File: src/rtl/id_operand_stage.sv
// Decode and operand-fetch stage feeding the 32-bit ALU.
// Holds the 32x32 register file, decodes R-type and immediate forms and
// presents operands through a one-entry valid/ready output register.
module id_operand_stage #(
  parameter int unsigned DATA_W      = 32,
  parameter bit          HARDWIRE_R0 = 1'b1
) (
  input  logic              clk,
  input  logic              rst_n,
  input  logic              in_valid,
  output logic              in_ready,
  input  logic [31:0]       instr,
  input  logic              wb_en,
  input  logic [4:0]        wb_addr,
  input  logic [DATA_W-1:0] wb_data,
  output logic              out_valid,
  input  logic              out_ready,
  output logic [DATA_W-1:0] alu_a,
  output logic [DATA_W-1:0] alu_b,
  output logic [5:0]        alu_cs,
  output logic [4:0]        dest_addr,
  output logic              illegal
);

  localparam int unsigned NREG = 32;
  localparam int unsigned AW   = 5;
  localparam int unsigned CSW  = 6;

  localparam logic [5:0] OP_RTYPE = 6'b000000;
  localparam logic [5:0] OP_ADDI  = 6'b001000;
  localparam logic [5:0] OP_ANDI  = 6'b001100;
  localparam logic [5:0] OP_ORI   = 6'b001101;

  localparam logic [5:0] FN_AND  = 6'b100100;
  localparam logic [5:0] FN_OR   = 6'b100101;
  localparam logic [5:0] FN_ADD  = 6'b100000;
  localparam logic [5:0] FN_SUB  = 6'b100010;
  localparam logic [5:0] FN_MULT = 6'b011000;

  logic [DATA_W-1:0] regs_q [NREG];
  logic [DATA_W-1:0] regs_d [NREG];

  logic              out_valid_q, out_valid_d;
  logic [DATA_W-1:0] alu_a_q, alu_a_d;
  logic [DATA_W-1:0] alu_b_q, alu_b_d;
  logic [CSW-1:0]    alu_cs_q, alu_cs_d;
  logic [AW-1:0]     dest_addr_q, dest_addr_d;
  logic              illegal_q, illegal_d;

  logic [5:0]        op, funct;
  logic [AW-1:0]     rs, rt, rd;
  logic [15:0]       imm;
  logic [DATA_W-1:0] rs_val, rt_val;
  logic [DATA_W-1:0] dec_a, dec_b;
  logic [CSW-1:0]    dec_cs;
  logic [AW-1:0]     dec_dest;
  logic              dec_illegal;
  logic              accept;
  logic              unused_shamt;

  assign op    = instr[31:26];
  assign rs    = instr[25:21];
  assign rt    = instr[20:16];
  assign rd    = instr[15:11];
  assign imm   = instr[15:0];
  assign funct = instr[5:0];
  assign unused_shamt = ^instr[10:6];

  assign in_ready = !out_valid_q || out_ready;
  assign accept   = in_valid && in_ready;

  // Register-file write port; index 0 is dropped when hardwired.
  always_comb begin
    regs_d = regs_q;
    if (wb_en && !(HARDWIRE_R0 && (wb_addr == AW'(0)))) begin
      regs_d[wb_addr] = wb_data;
    end
  end

  // Register-file storage, cleared on reset.
  always_ff @(posedge clk or negedge rst_n) begin
    if (!rst_n) begin
      for (int i = 0; i < NREG; i++) begin
        regs_q[i] <= '0;
      end
    end else begin
      regs_q <= regs_d;
    end
  end

  // Combinational read ports with same-cycle write-back bypass.
  always_comb begin
    rs_val = regs_q[rs];
    if (wb_en && (wb_addr == rs) && (rs != AW'(0))) begin
      rs_val = wb_data;
    end
    if (HARDWIRE_R0 && (rs == AW'(0))) begin
      rs_val = '0;
    end
    rt_val = regs_q[rt];
    if (wb_en && (wb_addr == rt) && (rt != AW'(0))) begin
      rt_val = wb_data;
    end
    if (HARDWIRE_R0 && (rt == AW'(0))) begin
      rt_val = '0;
    end
  end

  // Instruction decode; unsupported encodings collapse to an all-zero illegal bundle.
  always_comb begin
    dec_illegal = 1'b1;
    dec_cs      = '0;
    dec_a       = '0;
    dec_b       = '0;
    dec_dest    = '0;
    case (op)
      OP_RTYPE: begin
        if ((funct == FN_AND) || (funct == FN_OR) || (funct == FN_ADD) ||
            (funct == FN_SUB) || (funct == FN_MULT)) begin
          dec_illegal = 1'b0;
          dec_cs      = funct;
          dec_a       = rs_val;
          dec_b       = rt_val;
          dec_dest    = rd;
        end
      end
      OP_ADDI: begin
        dec_illegal = 1'b0;
        dec_cs      = FN_ADD;
        dec_a       = rs_val;
        dec_b       = {{(DATA_W-16){imm[15]}}, imm};
        dec_dest    = rt;
      end
      OP_ANDI: begin
        dec_illegal = 1'b0;
        dec_cs      = FN_AND;
        dec_a       = rs_val;
        dec_b       = DATA_W'(imm);
        dec_dest    = rt;
      end
      OP_ORI: begin
        dec_illegal = 1'b0;
        dec_cs      = FN_OR;
        dec_a       = rs_val;
        dec_b       = DATA_W'(imm);
        dec_dest    = rt;
      end
      default: ;
    endcase
  end

  // Output register next-state: load on accept, drain on consume, otherwise hold.
  always_comb begin
    out_valid_d = out_valid_q;
    alu_a_d     = alu_a_q;
    alu_b_d     = alu_b_q;
    alu_cs_d    = alu_cs_q;
    dest_addr_d = dest_addr_q;
    illegal_d   = illegal_q;
    if (accept) begin
      out_valid_d = 1'b1;
      alu_a_d     = dec_a;
      alu_b_d     = dec_b;
      alu_cs_d    = dec_cs;
      dest_addr_d = dec_dest;
      illegal_d   = dec_illegal;
    end else if (out_ready) begin
      out_valid_d = 1'b0;
    end
  end

  // Output register storage.
  always_ff @(posedge clk or negedge rst_n) begin
    if (!rst_n) begin
      out_valid_q <= 1'b0;
      alu_a_q     <= '0;
      alu_b_q     <= '0;
      alu_cs_q    <= '0;
      dest_addr_q <= '0;
      illegal_q   <= 1'b0;
    end else begin
      out_valid_q <= out_valid_d;
      alu_a_q     <= alu_a_d;
      alu_b_q     <= alu_b_d;
      alu_cs_q    <= alu_cs_d;
      dest_addr_q <= dest_addr_d;
      illegal_q   <= illegal_d;
    end
  end

  assign out_valid = out_valid_q;
  assign alu_a     = alu_a_q;
  assign alu_b     = alu_b_q;
  assign alu_cs    = alu_cs_q;
  assign dest_addr = dest_addr_q;
  assign illegal   = illegal_q;

endmodule

File: config.mk
export PLATFORM = sky130hd
export DESIGN_NAME = id_operand_stage
export DESIGN_NICKNAME = d
export VERILOG_FILES = /design/src/rtl/id_operand_stage.sv
export SDC_FILE = /design/constraint.sdc
export NUM_CORES = 2
export LEC_CHECK = 0
export CAP_MARGIN = 20
export CORE_MARGIN = 10
export CORE_UTILIZATION = 57
export DETAILED_ROUTE_END_ITERATION = 8
export PLACE_DENSITY = 0.78
export SLEW_MARGIN = 40
export SYNTH_ARGS = -nofsm -noshare
export SYNTH_HDL_FRONTEND = slang
export SYNTH_SLANG_ARGS = --single-unit
File: constraint.sdc
create_clock -name clk -period 1.7 [get_ports clk]
set_clock_uncertainty 0.05 [all_clocks]
set_input_delay 0.34 -clock clk [delete_from_list [all_inputs] [get_ports clk]]
set_output_delay 0.34 -clock clk [all_outputs]
set_load 0.01 [all_outputs]
==> results.toml <==
[logic_synthesis]
synth_compound_area_share_pct = 7.07
muxShareOfSynthArea_pct = 37.5
synth-edff-count = 0
synthDistinctLibCells = 57
netlist_top_cells_area = "dfrtp_1 (47%), mux2_2 (19%), mux2i_1 (12%)"
ys.warnings.count = 0
synth_simple_gate_area_share_pct = 4.51
mappedNetlistArea_um2 = 58900
synth_async_sr_flop_share_pct = 100
synth_top_family_by_area = "multiplexers"
synthCells = 4572
synth_adder_area_share_pct = 0
synth_top_cell_by_area = "dfrtp_1"
synthTopCellsByCount = "dfrtp_1 (1101), mux2_2 (985), mux2i_1 (677)"
ys.flop_type = "dfrtp_1"
syn_avg_cell_area_um2 = 12.9
ys_seq_area_share_pct = 46.8
synth_top_area_share_pct = 46.8
synthesis.nets = 4646
synth_seq_cells = 1101
synth_most_common_cell = "dfrtp_1"
yosys.area_share.xor_xnor_pct = 0.149

[global_route]
gr-max-usage-layer = "met2"
grtUsageMet3_pct = 13.6
use_met2_pct = 54.9
grt_max_degree = 77
grt.met1_usage_pct = 46.6
grt_pass1_vias = 48800
antenna_found_initial = 4
overflow = 0
grt_pass1_wl_um = 327000
track_usage_pct = 37.4

[route]
wl_per_cell_um = 34.2
drtIter0Drc = 6022
vias_per_cell = 7.11
vias = 48000
routed_wl_um = 231000
ant_nets = 0
drt_first_pass_iters = 8
drc = 0

[setup_path]
worst-path-buf-inv = 3
r2r_cells = 9
critPathKind = "reg -> reg"
cp_top_family = "simple AND/OR/NAND/NOR gates"
crit_chain = "nand2b_1, buf_6, nand2_8, or3_4, nor3b_4, buf_12, buf_16, o21ai_1, o21ai_1"
start_kind = "flop"
endpoint_kind = "flop"
crit_required_ns = 2.30
worst_ep_arrival_time_ns = 2.70
cp_slowest_stage_delay_ns = 0.38
cp_num_cells = 9
crit_top_cell = "o21ai_1"
crit_path_top_delay_cell = "dfrtp_1"
crit_fanout = 17

[floorplanning]
core_um2 = 102000
initial_core_util_pct = 57.6
die_x_um = 341
die_h_um = 341
num_rows = 117
ios = 152
die-area_um2 = 117000

[placement]
numPortBuffers = 151
place.gp.congestion = 0.991
hpwl_um = 147000
place_area_um2 = 69800

[power]
total_power_uw = 80500
peakVddDrop_mv = 0.940
powerDensity_nw_per_um2 = 1060
p_leak_uw = 0.0350

[hold_path]
hold_class = "in -> async"

[cts]
clkSinkCount = 1101
clkLatencyLatePin_ns = 0.74
clock_path_buffers = 3
cts_buffers = 114
cts_tree = "built"
htree_levels = 3
cts.clk_slew.worst_paths_ns = 0.06
clock-root-buffer = "clkbuf_16"

[timing]
fmax_mhz = 476
drv_slew = 0
rsz0062_at_grt = "true"
worstMarginPinSlew_ns = 0.945
hold-worst-slack_ns = 0.0428
finalSetupViolations = 114
finalCritPeriodShare_pct = 124
relSlewSlack_pct = 36.8
hold_viol = 0
worst_slack_ns = -0.400
period_needed_ns = 2.10

[final_layout]
fin_util_pct = 74.2
fin_nets = 5367
fill_cells = 6151
area_growth_pct = 28.8
final_area_um2 = 75800
layout-drive-gt1-share_pct = 48.5

[run_status]
status = "complete, but fails checks"
violations = "negative setup slack"

[run]
cap_violations = 0
-- final cells by class --
cell class	count	area, um^2	area share, %
clock inverter	41	686	0.904
inverter	2	7.51	0.00990
clock buffer	163	3310	4.36
multi-input combinational	2979	30900	40.7
tap	1368	1710	2.26
antenna	5	12.5	0.0165
timing repair buffer	1095	11700	15.4
sequential	1101	27600	36.4
-- logic make-up after synthesis --
| family | Yosys count |
|---|---|
| AO/OA/AOI/OAI | 579 |
| XOR/XNOR | 10 |
| buffers and inverters | 492 |
| flip-flops | 1101 |
| multiplexers | 1849 |
| AND/OR/NAND/NOR | 541 |
-- metal layers --
metal	routed length (um)	part of all wire [%]	vias up
li1	-	-	18700
met1	80900	35	24400
met2	98900	43	3842
met3	33100	14	1094
met4	18400	7.9	0
met5	0	0	-
-- worst register-to-register path: stages, from the launching register on --
cell      delay [ns]
dfrtp_1         0.38
nand2b_1        0.12
buf_6           0.13
nand2_8         0.10
or3_4           0.38
nor3b_4         0.24
buf_12          0.16
buf_16          0.20
o21ai_1         0.13
o21ai_1         0.17
-- worst paths after layout --
check | start | to | slack, ns
worst min register to register | regs_q[996] | regs_q[996] | 0.36
worst min-delay path | rst_n | regs_q[877] | 0.04
worst max-delay path | out_valid | alu_a[0] | -0.40
worst max register to register | out_valid | alu_a[0] | -0.40
min in group clk | instr[18] | dest_addr[2] | 0.21
max in group asynchronous | rst_n | alu_a[30] | 0.65
-- state kept, by name (all words and copies together) (netlist names) --
name,count
alu_a,32
alu_b,32
regs_q,1024
illegal,1
out_valid,1
dest_addr,5
alu_cs,6
-- through the flow --
stage / setup slack [ns] / std cells / setup TNS (ns)
finish: -0.400 / 6754 / -19.19
floorplan: -0.301 / 4572 / -35.39
CTS: -0.261 / 6710 / -12.50
detailed placement: -1.11 / 6440 / -860.57
global placement: -1.18 / 6439 / -856.01
global route: -0.404 / 6750 / -20.46
-- layout by cell type, fill, tap and decap left out, types with 123 or more instances in the layout --
cell       count
dfrtp_1     1073
mux2_2       811
buf_4        690
mux2i_1      675
a22oi_1      303
buf_12       202
mux4_2       186
mux2_4       174
nand3_1      165
clkbuf_16    133
nand2_1      123
-- power by group --
group	internal, uW	switching (uW)	leakage (uW)	total [uW]
sequential	30900	3770	0.0142	34600
clock	16100	11100	0.00195	27200
combinational	10500	8210	0.0189	18700
-- what timing repair did --
item,in CTS,in global routing
gates resized for setup,520,73
pin swaps,53,24
setup endpoints to repair,795,420
endpoints found under the hold margin,583,0
cloned,6,18
setup buffers,61,25
hold buffers,1,0
Power figures use the tool's default switching activity.
